<file path="src/rtl/uart_tx_fifo_if.sv">
// uart_tx_fifo_if: byte-write and status bundle between bus decode and the UART transmitter
//   master drives wr / wr_data / ovf_clr and observes status
//   slave (the transmitter) drives txd, busy, full, empty, count, overflow
interface uart_tx_fifo_if #(
  parameter int DEPTH_LOG2 = 2
);
  logic                  wr;
  logic [7:0]            wr_data;
  logic                  ovf_clr;
  logic                  txd;
  logic                  busy;
  logic                  full;
  logic                  empty;
  logic [DEPTH_LOG2:0]   count;
  logic                  overflow;
  modport master (output wr, wr_data, ovf_clr, input txd, busy, full, empty, count, overflow);
  modport slave  (input wr, wr_data, ovf_clr, output txd, busy, full, empty, count, overflow);
endinterface

</file>
<file path="src/rtl/uart_tx_fifo.sv">
// uart_tx_fifo: FIFO-buffered 8N1 UART transmitter fed by memory-mapped byte writes
//   clk, rst : clock and asynchronous active-high reset
//   bus      : wr/wr_data/ovf_clr in; txd, busy, full, empty, count, overflow out
module uart_tx_fifo #(
  parameter int CLKS_PER_BIT = 16,
  parameter int DEPTH_LOG2   = 2
) (
  input logic           clk,
  input logic           rst,
  uart_tx_fifo_if.slave bus
);
  localparam int DEPTH = 1 << DEPTH_LOG2;
  localparam int BW    = $clog2(CLKS_PER_BIT);
  typedef enum logic [1:0] {IDLE, START, DATA, STOP} state_t;
  state_t                state_q, state_d;
  logic [BW-1:0]         baud_q, baud_d;
  logic [2:0]            bit_q, bit_d;
  logic [7:0]            shift_q, shift_d;
  logic                  txd_q, txd_d;
  logic                  ovf_q, ovf_d;
  logic [DEPTH_LOG2-1:0] wp_q, wp_d, rp_q, rp_d;
  logic [DEPTH_LOG2:0]   cnt_q, cnt_d;
  logic [7:0]            mem_q [DEPTH];
  logic                  full, empty, tick, pop, push;
  // count never exceeds DEPTH, so its top bit alone marks full
  assign full  = cnt_q[DEPTH_LOG2];
  assign empty = cnt_q == '0;
  assign tick  = baud_q == BW'(CLKS_PER_BIT - 1);
  // the head leaves the FIFO on IDLE exit or on a STOP boundary chaining into the next frame
  assign pop   = !empty && (state_q == IDLE || (state_q == STOP && tick));
  // a pop in the same cycle frees the slot a full FIFO needs
  assign push  = bus.wr && (!full || pop);
  always_comb begin
    state_d = state_q;
    bit_d   = bit_q;
    shift_d = pop ? mem_q[rp_q] : shift_q;
    baud_d  = (state_q == IDLE || tick) ? '0 : baud_q + 1'b1;
    wp_d    = push ? wp_q + 1'b1 : wp_q;
    rp_d    = pop ? rp_q + 1'b1 : rp_q;
    cnt_d   = cnt_q + (DEPTH_LOG2 + 1)'(push) - (DEPTH_LOG2 + 1)'(pop);
    ovf_d   = (bus.wr && full && !pop) || (ovf_q && !bus.ovf_clr);
    case (state_q)
      IDLE:  state_d = pop ? START : IDLE;
      START: begin
        state_d = tick ? DATA : START;
        bit_d   = '0;
      end
      DATA: if (tick) begin
        shift_d = shift_q >> 1;
        bit_d   = bit_q + 1'b1;
        state_d = bit_q == 3'd7 ? STOP : DATA;
      end
      STOP:  state_d = tick ? (pop ? START : IDLE) : STOP;
      default: state_d = IDLE;
    endcase
    // txd is registered from the next state so the line changes exactly on the edge
    txd_d = state_d == START ? 1'b0 : state_d == DATA ? shift_d[0] : 1'b1;
  end
  always_ff @(posedge clk or posedge rst) begin
    if (rst) begin
      state_q <= IDLE;
      baud_q  <= '0;
      bit_q   <= '0;
      shift_q <= '0;
      txd_q   <= 1'b1;
      ovf_q   <= 1'b0;
      wp_q    <= '0;
      rp_q    <= '0;
      cnt_q   <= '0;
    end else begin
      state_q <= state_d;
      baud_q  <= baud_d;
      bit_q   <= bit_d;
      shift_q <= shift_d;
      txd_q   <= txd_d;
      ovf_q   <= ovf_d;
      wp_q    <= wp_d;
      rp_q    <= rp_d;
      cnt_q   <= cnt_d;
    end
  end
  // storage needs no reset: only slots between the pointers are ever read
  always_ff @(posedge clk) begin
    if (push) mem_q[wp_q] <= bus.wr_data;
  end
  assign bus.txd      = txd_q;
  assign bus.busy     = state_q != IDLE;
  assign bus.full     = full;
  assign bus.empty    = empty;
  assign bus.count    = cnt_q;
  assign bus.overflow = ovf_q;
endmodule

</file>
<file path="src/flat_wrapper.sv">
// flat-port wrapper written by rule: the top's interface ports become plain ports
module uart_tx_fifo_flat 
#(
  parameter int CLKS_PER_BIT = 16,
  parameter int DEPTH_LOG2   = 2
)
  (clk, rst, bus_wr, bus_wr_data, bus_ovf_clr, bus_txd, bus_busy, bus_full, bus_empty, bus_count, bus_overflow);
  uart_tx_fifo_if #(.DEPTH_LOG2(DEPTH_LOG2)) bus_i ();
  input logic clk;
  input logic rst;
  input wire logic [$bits(bus_i.wr)-1:0] bus_wr;
  input wire logic [$bits(bus_i.wr_data)-1:0] bus_wr_data;
  input wire logic [$bits(bus_i.ovf_clr)-1:0] bus_ovf_clr;
  output wire logic [$bits(bus_i.txd)-1:0] bus_txd;
  output wire logic [$bits(bus_i.busy)-1:0] bus_busy;
  output wire logic [$bits(bus_i.full)-1:0] bus_full;
  output wire logic [$bits(bus_i.empty)-1:0] bus_empty;
  output wire logic [$bits(bus_i.count)-1:0] bus_count;
  output wire logic [$bits(bus_i.overflow)-1:0] bus_overflow;
  assign bus_i.wr = bus_wr;
  assign bus_i.wr_data = bus_wr_data;
  assign bus_i.ovf_clr = bus_ovf_clr;
  assign bus_txd = bus_i.txd;
  assign bus_busy = bus_i.busy;
  assign bus_full = bus_i.full;
  assign bus_empty = bus_i.empty;
  assign bus_count = bus_i.count;
  assign bus_overflow = bus_i.overflow;
  uart_tx_fifo #(.CLKS_PER_BIT(CLKS_PER_BIT), .DEPTH_LOG2(DEPTH_LOG2)) u_core (.clk(clk), .rst(rst), .bus(bus_i));
endmodule
</file>
<file path="config.mk">
export PLATFORM = sky130hd
export DESIGN_NAME = uart_tx_fifo_flat
export DESIGN_NICKNAME = d
export VERILOG_FILES = /design/src/rtl/uart_tx_fifo_if.sv /design/src/rtl/uart_tx_fifo.sv /design/src/flat_wrapper.sv
export SDC_FILE = /design/constraint.sdc
export NUM_CORES = 1
export LEC_CHECK = 0
export BUFFER_PORTS_ARGS = -buffer_cell sky130_fd_sc_hd__buf_2
export CAP_MARGIN = 25
export CORE_ASPECT_RATIO = 0.8
export CORE_MARGIN = 2
export CORE_UTILIZATION = 55
export DETAILED_ROUTE_END_ITERATION = 10
export GPL_TIMING_DRIVEN = 0
export PLACE_DENSITY = 0.74
export SKIP_CTS_REPAIR_TIMING = 1
export SYNTH_ARGS = -nofsm -noshare
export SYNTH_HDL_FRONTEND = slang
export SYNTH_SLANG_ARGS = --single-unit
</file>
<file path="constraint.sdc">
create_clock -name clk -period 3.9 [get_ports clk]
set_clock_uncertainty 0.05 [all_clocks]
set_input_delay 0.585 -clock clk [delete_from_list [all_inputs] [get_ports clk]]
set_output_delay 0.585 -clock clk [all_outputs]
set_load 0.02 [all_outputs]
</file>
== Yosys cells after proc, flatten, opt, wreduce, memory -nomap -nowiden ==
Memories as Yosys holds them, arrays and structs flattened.
Index checks and enable logic that the tools add are counted.
Word-level totals
  bits in registers: 26
  output and inout port bits: 8
  memories kept: 1
  bits of input ports: 12
  RAM bits: 32
Memory list
  u_core.mem_q: depth 4, width 8, read ports 1, clocked after Yosys merged registers in 0, wr ports 1, line uart_tx_fifo.sv:23  | logic [7:0] mem_q [DEPTH];
Cells by class
  add/subtract/negate cells: 6
  multiplexer cells: 16
  reduce and logical (&&, ||, !) cells: 19
  equality and inequality tests: 8
Operators by type and width (count)
  2-to-1 mux 8 bit: 3
  one-hot mux 2 bit (4 select lines): 1
  equality test 2 bit (second input constant): 3
  logical AND 1 bit: 6
  2-to-1 mux 1 bit: 6
  2-to-1 mux 2 bit: 3
  one-hot mux 3 bit (2 select lines): 1
  adder 2 x 1 -> 2 bit (second input constant): 2
  adder 4 x 1 -> 4 bit (second input constant): 1
  equality test 2 x 1 -> 1 bit (second input constant): 2
  equality test 4 bit (second input constant): 1
  zero test 1 bit: 4
  logical OR 1 bit: 4
  2-to-1 mux 4 bit: 1
  nonzero test 2 bit: 2
  adder 3 x 1 -> 3 bit: 1
  adder 3 x 1 -> 3 bit (second input constant): 1
  equality test 3 bit (second input constant): 1
  zero test 3 bit: 1
  2-to-1 mux 3 bit: 1
  subtractor 3 x 1 -> 3 bit: 1
  zero test 2 bit: 1
  inequality test 2 x 1 -> 1 bit (second input constant): 1
  AND reduction 2 bit: 1

== Longest topological paths before layout ==
Gate-level depths: netlist (run 1).
  depth in word-level cells: 10
  gate-level depth with buffers: 10

== Worst setup path before layout (run 1) ==
No wires, ideal clock.
  path type: register -> register
  start: register u_core.cnt_q[2], in the netlist u_core.bus.count[2]
  end: register u_core.cnt_q[2], in the netlist u_core.bus.count[2]
  period minus slack after synthesis: 2.425 ns
  cell stages (with the launch flop): 9
  buffers on the path: 0
  path slack: 1.475 ns
  arrival time: 2.252 ns
  path through: dfrtp_1 -> nor3_4 -> nor2_8 -> ha_1 -> inv_1 -> ha_1 -> fa_1 -> xnor2_1 -> xnor2_1
On the way
  cells in the longest elaborated chain, start to end: 7
RTL lines
  start, declared: line uart_tx_fifo.sv:22  | logic [DEPTH_LOG2:0] cnt_q, cnt_d;
  start signal, assigned: line uart_tx_fifo.sv:79  | cnt_q <= cnt_d;
  zero test 3 bit *: line uart_tx_fifo.sv:27  | assign empty = cnt_q == '0;
  named net bus_empty: line flat_wrapper.sv:17  | output wire logic [$bits(bus_i.empty)-1:0] bus_empty;
  zero test 1 bit *: line uart_tx_fifo.sv:30  | assign pop = !empty && (state_q == IDLE || (state_q == STOP && tick));
  logical AND 1 bit *: line uart_tx_fifo.sv:30
  named net u_core.pop: line uart_tx_fifo.sv:24  | logic full, empty, tick, pop, push;
  logical OR 1 bit: line uart_tx_fifo.sv:32  | assign push = bus.wr && (!full || pop);
  logical AND 1 bit: line uart_tx_fifo.sv:32
  adder 3 x 1 -> 3 bit: line uart_tx_fifo.sv:40  | cnt_d = cnt_q + (DEPTH_LOG2 + 1)'(push) - (DEPTH_LOG2 + 1)'(pop);
  subtractor 3 x 1 -> 3 bit *: line uart_tx_fifo.sv:40
  named net u_core.cnt_d[2]: line uart_tx_fifo.sv:22
Mark *: on every way through the listed nets, which the timed path passes. The rest lies on a longest branch.
A chain may end at the register's enable or synchronous reset.

== Worst setup path after layout (run 1) ==
  start: register u_core.baud_q[0]
  end: register u_core.cnt_q[2], in the netlist u_core.bus.count[2]
On the way
  cells in the longest elaborated chain, start to end: 8
RTL lines
  start, declared: line uart_tx_fifo.sv:16  | logic [BW-1:0] baud_q, baud_d;
  start signal, assigned: line uart_tx_fifo.sv:72  | baud_q <= baud_d;
  equality test 4 bit *: line uart_tx_fifo.sv:28  | assign tick = baud_q == BW'(CLKS_PER_BIT - 1);
  logical AND 1 bit *: line uart_tx_fifo.sv:30
  logical OR 1 bit *: line uart_tx_fifo.sv:30
  logical AND 1 bit *: line uart_tx_fifo.sv:30
  named net u_core.pop: line uart_tx_fifo.sv:24
  logical OR 1 bit: line uart_tx_fifo.sv:32
  logical AND 1 bit: line uart_tx_fifo.sv:32
  adder 3 x 1 -> 3 bit: line uart_tx_fifo.sv:40
  subtractor 3 x 1 -> 3 bit *: line uart_tx_fifo.sv:40
  named net u_core.cnt_d[2]: line uart_tx_fifo.sv:22
Marked as above.

==> impl_metrics.py, run 1 <==
metrics = {
    "clock_tree": {
        "numCtsBuffers": 9,
        "cts_root_buf": "clkbuf_8",
        "clkTransAtPathRegs_ps": 70,
        "cts_buffer_depth": 2,
        "htreeDepth": 3,
        "insertion_delay_ps": 340,
        "cts_tree": "done",
        "clock_sinks": 58,
    },
    "detailed_routing": {
        "firstDrtPassIters": 4,
        "ant_nets": 0,
        "wl_um": 4180,
        "num_vias": 1396,
        "drt_iter0_drc": 88,
        "routedWlPerCell_um": 15.5,
        "vias_per_cell": 5.19,
        "drc": 0,
    },
    "timing": {
        "maxSlewViolCount": 0,
        "min_period_over_period": 0.651,
        "worst_hold_slack_ps": 113,
        "finalSetupTns_ps": 0,
        "hold_viol": 0,
        "rsz0062_at_grt": "no",
        "maxSlewHeadroom": 0.707,
        "worstMarginPinSlew_ps": 440,
        "fin_ws_ps": 1360,
        "max_freq_ghz": 0.394,
        "fin_crit_ps": 2540,
        "setup_viol": 0,
    },
    "critical_path": {
        "cp_slowest_stage_delay_ps": 370,
        "worstPathArrival_ps": 2710,
        "cp_top_family": "adder cells",
        "crit_buf_inv": 1,
        "end_kind": "flop",
        "cpMostUsedCell": "ha_1",
        "worstPathMaxFanout": 10,
        "path_cells": "ha_1 > nand4_2 > o21a_4 > nor2_8 > ha_1 > inv_1 > ha_1 > fa_1 > xnor2_1 > xnor2_1",
        "crit_required_ps": 4070,
        "cp-start-kind": "flop",
        "slowest_stage": "dfrtp_1",
        "path_class": "flop to flop",
    },
    "placed_design": {
        "dp.cells": 252,
        "gp_congestion": 0.732,
        "dp_hpwl_um": 2880,
        "io_buffers": 19,
        "place_area_mm2": 0.00275,
        "dp_slack_ps": 1320,
    },
    "cells_and_area": {
        "final_cell_area_mm2": 0.00300,
        "area_growth_pct": 16.4,
        "nNetsFinal": 226,
        "antennaDiodeCount": 0,
        "fillers": 318,
        "drive_gt1_frac": 0.278,
        "final_cells": 269,
    },
    "synthesis": {
        "yosysSeqAreaShare": 0.626,
        "syn_area_per_cell_um2": 14.9,
        "synthDistinctLibCells": 43,
        "netlist_area_mm2": 0.00258,
        "synth_edf_count": 32,
        "synth_nets": 195,
        "async_flop_share": 0.448,
        "synth_warnings": 0,
        "ys_ff_latch": 58,
        "synth_cells": 173,
        "synthFlopType": "edfxtp_1",
    },
    "grt": {
        "grt_pass1_vias": 1408,
        "grtUsageTotal": 0.185,
        "grt_max_degree": 27,
        "grt_pass1_wl_um": 6840,
        "grt.overflow.total": 0,
        "antenna_found_initial": 0,
    },
    "floorplanning": {
        "core_area_mm2": 0.00454,
        "num_rows": 22,
        "chipHeight_um": 65.2,
        "io-pin-count": 20,
        "fp.dieArea_mm2": 0.00525,
        "die_x_um": 80.5,
        "initial_utilization": 0.567,
    },
    "status": {
        "status": "complete, no violations",
    },
    "job": {
        "maxCapViolations": 0,
    },
    "power": {
        "cellLeakagePower_nw": 1.22,
        "irDropWorstVdd_v": 0.000557,
        "powerDensity_mw_per_mm2": 785,
    },
    "hold_path": {
        "min_path_type": "input pin to asynchronous set/reset pin",
    },
}
==> path summary, 6_finish.rpt <==
kind / from / end / slack [ps] / cells past startpoint
worst min-delay path: rst / u_core.wp_q[0]$_DFFE_PP0N_ / 110 / 2
worst min register to register: u_core.baud_q[0]$_DFF_PP0_ / u_core.baud_q[0]$_DFF_PP0_ / 410 / 1
worst max-delay path: u_core.baud_q[0]$_DFF_PP0_ / u_core.bus.count[2]$_DFF_PP0_ / 1360 / 10
min in group clk: bus_ovf_clr / u_core.bus.overflow$_DFF_PP0_ / 380 / 2
worst max register to register: u_core.baud_q[0]$_DFF_PP0_ / u_core.bus.count[2]$_DFF_PP0_ / 1360 / 10
max in group asynchronous: rst / u_core.bus.txd$_DFF_PP1_ / 3230 / 3
==> power breakdown <==
part / internal, mW / leakage, nW / switching, mW / total, mW
clock network: 0.363 / 0.106 / 0.248 / 0.611
logic: 0.377 / 0.511 / 0.429 / 0.807
registers: 0.836 / 0.604 / 0.103 / 0.939
total: 1.58 / 1.22 / 0.780 / 2.36
==> cells by family after synthesis <==
group / share of synthesized area
buf+inv: 0.0403
simple gates: 0.0850
compound gates: 0.0490
xor+xnor: 0.0335
fa+ha+maj: 0.0515
mux: 0.115
flops: 0.626
==> worst register-to-register path: stages, from the launching register on <==
cell and delay, ps:
dfrtp_1 370, ha_1 250, nand4_2 200, o21a_4 280
nor2_8 240, ha_1 160, inv_1 40, ha_1 190
fa_1 370, xnor2_1 140, xnor2_1 130
==> area by class of cell <==
| class | instances | area, um^2 | area share |
|---|---|---|---|
| Tap cell | 60 | 75.1 | 0.0250 |
| Inverter | 14 | 52.6 | 0.0175 |
| Buffer | 7 | 51.3 | 0.0171 |
| Sequential cell | 58 | 1610 | 0.538 |
| Multi-Input combinational cell | 94 | 861 | 0.287 |
| Clock inverter | 7 | 101 | 0.0338 |
| Clock buffer | 9 | 124 | 0.0413 |
| Timing Repair Buffer | 20 | 123 | 0.0409 |
==> cells in the final DEF (no fill, tap or decap), types with 2 or more instances in the layout <==
cell / synthesis / final
edfxtp_1: 32 / 32
dfrtp_1: 25 / 25
buf_2: 1 / 20
inv_1: 14 / 14
nand2_1: 10 / 10
nor2_1: 9 / 9
ha_1: 9 / 9
clkbuf_8: 0 / 9
mux2i_1: 8 / 8
o21ai_1: 6 / 6
xnor2_1: 5 / 5
and3_1: 5 / 5
mux4_2: 5 / 5
nand3_1: 3 / 3
o22ai_1: 3 / 3
xor2_1: 3 / 3
mux4_1: 3 / 3
buf_6: 2 / 2
o22a_1: 2 / 2
o21ai_0: 2 / 2
a21oi_1: 2 / 2
nor3_1: 2 / 2
bufinv_16: 0 / 2
clkinv_4: 0 / 2
clkinvlp_4: 0 / 2
==> through the flow <==
stage	util	total power, mW
2_1_floorplan	-	1.57
3_3_place_gp	0.605	1.70
3_5_place_dp	0.605	1.76
4_1_cts	0.655	2.38
5_1_grt	0.661	2.50
6_report	0.661	2.36
==> registers in the layout, indices dropped and copies added (netlist names) <==
signal / cells
u_core.mem_q: 32
u_core.shift_q: 8
u_core.baud_q: 4
u_core.bit_q: 3
u_core.bus.count: 3
u_core.rp_q: 2
u_core.state_q: 2
u_core.wp_q: 2
u_core.bus.overflow: 1
u_core.bus.txd: 1
==> per-layer routing <==
| layer | global-route usage | wire [um] | share of wire |
|---|---|---|---|
| met5 | 0 | 0 | 0 |
| met3 | 0.0659 | 135 | 0.032 |
| met1 | 0.228 | 1840 | 0.44 |
| met2 | 0.298 | 2170 | 0.52 |
| met4 | 0.0763 | 42 | 0.010 |
==> cells in the mapped netlist, types with 5 or more instances <==
library cell / count / share of area
edfxtp_1: 32 / 0.37
nand2_1: 10 / 0.015
dfrtp_1: 25 / 0.24
inv_1: 14 / 0.020
xnor2_1: 5 / 0.017
nor2_1: 9 / 0.013
mux4_2: 5 / 0.044
and3_1: 5 / 0.012
ha_1: 9 / 0.044
o21ai_1: 6 / 0.012
mux2i_1: 8 / 0.031
No activity file was read; power rests on OpenSTA's default activity.
==> inputs of run 2 (changes only) <==
CORE_UTILIZATION = 53   (was 55)
PLACE_DENSITY = 0.75   (was 0.74)
clock period = 2.3 ns   (was 3.9 ns; I/O delays follow)
==> impl_metrics.py, run 2 (synthesis gave the netlist of run 1 again) <==
metrics = {
    "power": {
        "pwr-share-seq": 0.418,
        "switching_share": 0.353,
        "irDropWorstVdd_v": 0.000902,
        "p_total_mw": 3.90,
        "intPower_mw": 2.52,
        "combPwrFrac": 0.393,
        "pwr-share-clk": 0.189,
        "p_sw_mw": 1.38,
        "powerDensity_mw_per_mm2": 1290,
        "cellLeakagePower_nw": 1.22,
    },
    "critical_path": {
        "ff2ff_path_depth": 10,
        "path_cells": "ha_4 > nand4_4 > o21a_4 > nor2_8 > ha_4 > inv_2 > ha_4 > fa_2 > xnor2_2 > xnor2_1",
        "cp-start-kind": "flop",
        "r2r_start": "u_core.baud_q[0]$_DFF_PP0_",
        "regToRegEndpoint": "u_core.bus.count[2]$_DFF_PP0_",
        "cp_slowest_stage_delay_ps": 420,
        "crit_required_ps": 2490,
        "worstPathMaxFanout": 4,
        "cpMostUsedCell": "ha_4",
        "cp-startpoint": "u_core.baud_q[0]$_DFF_PP0_",
        "path_class": "flop to flop",
        "slowest_stage": "dfrtp_1",
        "worstPathArrival_ps": 2480,
        "end_kind": "flop",
        "reg2reg_slack_ps": 1,
    },
    "hold_path": {
        "hp-start": "bus_ovf_clr",
        "worstHoldPathCells": 2,
        "min_path_type": "input pin to flop",
        "hold_end": "u_core.bus.overflow$_DFF_PP0_",
    },
    "clock_tree": {
        "clkTransAtPathRegs_ps": 60,
        "cts_root_buf": "clkbuf_8",
        "cts_buffer_depth": 2,
        "cts_tree": "done",
        "htreeDepth": 3,
        "numCtsBuffers": 9,
        "insertion_delay_ps": 320,
        "clock_sinks": 58,
    },
    "cells_and_area": {
        "largestRegisters": "u_core.mem_q (32), u_core.shift_q (8), u_core.baud_q (4)",
        "drive_gt1_frac": 0.313,
        "most-common-layout-cells": "32 x edfxtp_1, 22 x dfrtp_1, 20 x buf_2, 13 x inv_1",
        "fillers": 311,
        "area_growth_pct": 17.6,
        "nNetsFinal": 231,
        "antennaDiodeCount": 0,
        "top_register": "u_core.mem_q",
        "layout_commonest_cell": "edfxtp_1",
        "largest_register_ffs": 32,
    },
    "timing": {
        "worstMarginPinSlew_ps": 462,
        "maxSlewHeadroom": 0.692,
        "maxSlewViolCount": 0,
        "setup_viol": 0,
        "finalSetupTns_ps": 0,
        "rsz0062_at_grt": "yes",
        "max_freq_ghz": 0.435,
        "fin_crit_ps": 2300,
        "fin_ws_ps": 1.47,
        "min_period_over_period": 0.999,
        "hold_viol": 0,
    },
    "detailed_routing": {
        "firstDrtPassIters": 4,
        "num_vias": 1520,
        "wl_um": 4650,
        "drt_iter0_drc": 112,
        "routedWlPerCell_um": 17.0,
        "ant_nets": 0,
        "vias_per_cell": 5.55,
        "drc": 0,
    },
    "placed_design": {
        "io_buffers": 19,
        "gp_congestion": 0.798,
        "dp_slack_ps": -223,
        "dp_hpwl_um": 3220,
    },
    "grt": {
        "grt_pass1_vias": 1575,
        "grt_max_degree": 27,
        "antenna_found_initial": 0,
        "grt_pass1_wl_um": 7550,
        "grtUsageTotal": 0.195,
        "grt.overflow.total": 0,
    },
    "floorplanning": {
        "num_rows": 22,
        "chipHeight_um": 66.4,
        "io-pin-count": 20,
        "die_x_um": 82.0,
        "initial_utilization": 0.557,
        "fp.dieArea_mm2": 0.00544,
        "core_area_mm2": 0.00462,
    },
    "status": {
        "status": "complete, no violations",
    },
    "job": {
        "maxCapViolations": 0,
    },
}
==> run 2: worst max-delay path by stage <==
stage	endpoint
2_1_floorplan	u_core.bus.count[2]$_DFF_PP0_
3_3_place_gp	u_core.bus.count[2]$_DFF_PP0_
3_5_place_dp	u_core.bus.count[2]$_DFF_PP0_
4_1_cts	u_core.bus.count[2]$_DFF_PP0_
5_1_grt	u_core.bus.count[2]$_DFF_PP0_
6_report	u_core.bus.count[2]$_DFF_PP0_
==> run 2: per-layer routing <==
layer,global-route usage,vias to the layer above,share of wire
met5,0,-,0
met4,0.0854,0,0.018
met3,0.0601,11,0.037
met2,0.310,34,0.52
met1,0.249,775,0.42
li1,-,700,-
==> run 2: worst max-delay path, delay by kind of cell, from the launching register on <==
kind / cells / cell delay [ps]
adder cells (fa/ha/maj): 4 / 980
flip-flops: 1 / 420
XOR/XNOR: 2 / 360
AO/OA/AOI/OAI: 1 / 190
AND/OR/NAND/NOR: 2 / 180
buffers and inverters: 1 / 40
==> run 2: layout make-up <==
type / count / area [um^2] / share of cell area
plain buffers: 7 / 51.3 / 0.0169
clock buffers: 11 / 131 / 0.0434
clock inverters: 5 / 21.3 / 0.00702
inverters: 14 / 52.6 / 0.0173
multi-input cells: 94 / 920 / 0.303
flip-flops and latches: 58 / 1620 / 0.533
well taps: 60 / 75.1 / 0.0248
repair buffers: 25 / 163 / 0.0537
==> run 2: per-stage QoR <==
stage / hold WS, ps / std cells / instance area (um^2) / util
3_5_place_dp: 407 / 252 / 2790 / 0.603
6_report: 146 / 274 / 3030 / 0.655
2_1_floorplan: 334 / 173 / 2620 / -
4_1_cts: 130 / 268 / 2940 / 0.636
3_3_place_gp: 393 / 252 / 2790 / 0.603
5_1_grt: 150 / 274 / 3030 / 0.655
==> run 2: power groups by stage <==
stage          Combinational, mW  Sequential [mW]  Clock [mW]
3_3_place_gp                1.36             1.60           0
4_1_cts                     1.47             1.61       0.754
6_report                    1.53             1.63       0.735
2_1_floorplan               1.09             1.64           0
3_5_place_dp                1.45             1.63           0
5_1_grt                     1.69             1.66       0.795
==> inputs of run 3 (changes only) <==
CELL_PAD_IN_SITES_DETAIL_PLACEMENT = 1   (was default)
CELL_PAD_IN_SITES_GLOBAL_PLACEMENT = 1   (was default)
CORE_MARGIN = 3   (was 2)
CORE_UTILIZATION = 45   (was 53)
PLACE_DENSITY = default   (was 0.75)
PLACE_DENSITY_LB_ADDON = 0.1   (was default)
==> impl_metrics.py, run 3 (synthesis gave the netlist of run 1 again) <==
metrics = {
    "clock_tree": {
        "cts_tree": "done",
        "cts_root_buf": "clkbuf_8",
        "clkTransAtPathRegs_ps": 70,
        "cts_buffer_depth": 2,
        "htreeDepth": 3,
        "insertion_delay_ps": 330,
        "numCtsBuffers": 9,
        "clock_sinks": 58,
    },
    "power": {
        "switching_share": 0.345,
        "powerDensity_mw_per_mm2": 1350,
        "pwr-share-clk": 0.241,
        "pwr-share-seq": 0.387,
        "cellLeakagePower_nw": 1.24,
        "p_total_mw": 4.21,
        "intPower_mw": 2.76,
        "irDropWorstVdd_v": 0.000640,
        "combPwrFrac": 0.372,
        "p_sw_mw": 1.45,
    },
    "hold_path": {
        "min_path_type": "input pin to flop",
        "hp-start": "bus_ovf_clr",
    },
    "floorplanning": {
        "core_area_mm2": 0.00527,
        "die_x_um": 90.6,
        "fp.dieArea_mm2": 0.00668,
        "io-pin-count": 20,
        "num_rows": 23,
        "initial_utilization": 0.489,
        "chipHeight_um": 73.7,
    },
    "timing": {
        "maxSlewViolCount": 0,
        "max_freq_ghz": 0.444,
        "fin_crit_ps": 2250,
        "finalSetupTns_ps": 0,
        "worstMarginPinSlew_ps": 485,
        "maxSlewHeadroom": 0.676,
        "setup_viol": 0,
        "hold_viol": 0,
        "fin_ws_ps": 49.4,
        "min_period_over_period": 0.979,
    },
    "critical_path": {
        "cp-start-kind": "flop",
        "r2r_start": "u_core.baud_q[1]$_DFF_PP0_",
        "crit_required_ps": 2460,
        "crit_path_end": "u_core.bus.count[2]$_DFF_PP0_",
        "slowest_stage": "dfrtp_1",
        "cp_top_family": "adder cells",
        "regToRegEndpoint": "u_core.bus.count[2]$_DFF_PP0_",
        "path_class": "flop to flop",
        "reg2reg_slack_ps": 50,
        "cp-startpoint": "u_core.baud_q[1]$_DFF_PP0_",
        "worstSetupPathDepth": 10,
        "ff2ff_path_depth": 10,
        "worstPathArrival_ps": 2410,
        "crit_buf_inv": 1,
        "worstPathMaxFanout": 3,
        "cp_slowest_stage_delay_ps": 410,
        "path_cells": "ha_4 > nand4_4 > o21a_4 > nor2_8 > ha_4 > inv_2 > ha_4 > fa_2 > xnor2_2 > xnor2_1",
        "end_kind": "flop",
        "cpMostUsedCell": "ha_4",
    },
    "cells_and_area": {
        "largest_register_ffs": 32,
        "fillers": 504,
        "final_cell_area_mm2": 0.00312,
        "top_register": "u_core.mem_q",
        "antennaDiodeCount": 0,
        "largestRegisters": "u_core.mem_q (32), u_core.shift_q (8), u_core.baud_q (4)",
        "nNetsFinal": 231,
        "layout_commonest_cell": "edfxtp_1",
        "most-common-layout-cells": "32 x edfxtp_1, 22 x dfrtp_1, 19 x buf_2, 13 x inv_1",
        "area_growth_pct": 20.9,
        "drive_gt1_frac": 0.336,
    },
    "grt": {
        "grt_pass1_wl_um": 8460,
        "grt_max_degree": 27,
        "antenna_found_initial": 0,
        "grt_pass1_vias": 1655,
        "grtUsageTotal": 0.171,
        "grt.overflow.total": 0,
    },
    "job": {
        "maxCapViolations": 0,
    },
    "placed_design": {
        "dp_slack_ps": -262,
        "dp_hpwl_um": 3550,
        "io_buffers": 19,
        "place_area_mm2": 0.00281,
        "gp_congestion": 0.687,
    },
    "detailed_routing": {
        "wl_um": 5220,
        "firstDrtPassIters": 4,
        "vias_per_cell": 5.18,
        "ant_nets": 0,
        "num_vias": 1497,
        "drc": 0,
        "drt_iter0_drc": 90,
        "routedWlPerCell_um": 18.1,
    },
    "status": {
        "status": "complete, no violations",
    },
}
run 3: cell count changes in the layout (fill, tap and decap cells not counted), sizes merged:
| cell | delta |
|---|---|
| clkinv | -2 |
| clkbuf | -2 |
| clkinvlp | +2 |
| bufinv | +2 |
run 3: power groups by stage:
stage	clock network, mW	logic [mW]	registers (mW)
2_1_floorplan	0	1.09	1.64
3_5_place_dp	0	1.51	1.63
6_report	1.02	1.57	1.63
5_1_grt	1.10	1.72	1.66
3_3_place_gp	0	1.41	1.60
4_1_cts	1.03	1.52	1.61
run 3: per-layer routing:
layer,global-route usage,part of all wire
met5,0,0
met1,0.197,0.44
met2,0.301,0.52
met4,0.0713,0.012
met3,0.0512,0.027
run 3: how the worst min path moves through the flow:
stage	to	cells after the start
floorplan	u_core.baud_q[0]$_DFF_PP0_	1
global placement	u_core.baud_q[0]$_DFF_PP0_	1
detailed placement	u_core.baud_q[0]$_DFF_PP0_	1
finish	u_core.bus.overflow$_DFF_PP0_	2
CTS	u_core.bus.overflow$_DFF_PP0_	2
global route	u_core.mem_q[3][4]$_DFFE_PP_	1
run 3: area by class of cell:
cell class | instances | area [um^2] | area share
sequential | 58 | 1620 | 0.519
tap | 75 | 93.8 | 0.0301
multi-input combinational | 94 | 920 | 0.295
buffer | 6 | 46.3 | 0.0149
inverter | 14 | 52.6 | 0.0169
timing repair buffer | 26 | 170 | 0.0546
clock buffer | 9 | 124 | 0.0397
clock inverter | 7 | 93.8 | 0.0301
run 3: per-stage QoR:
stage	cells	hold slack [ps]	utilization
floorplan	173	334	-
global placement	267	391	0.533
detailed placement	267	424	0.533
CTS	283	133	0.574
global route	289	157	0.592
finish	289	146	0.592
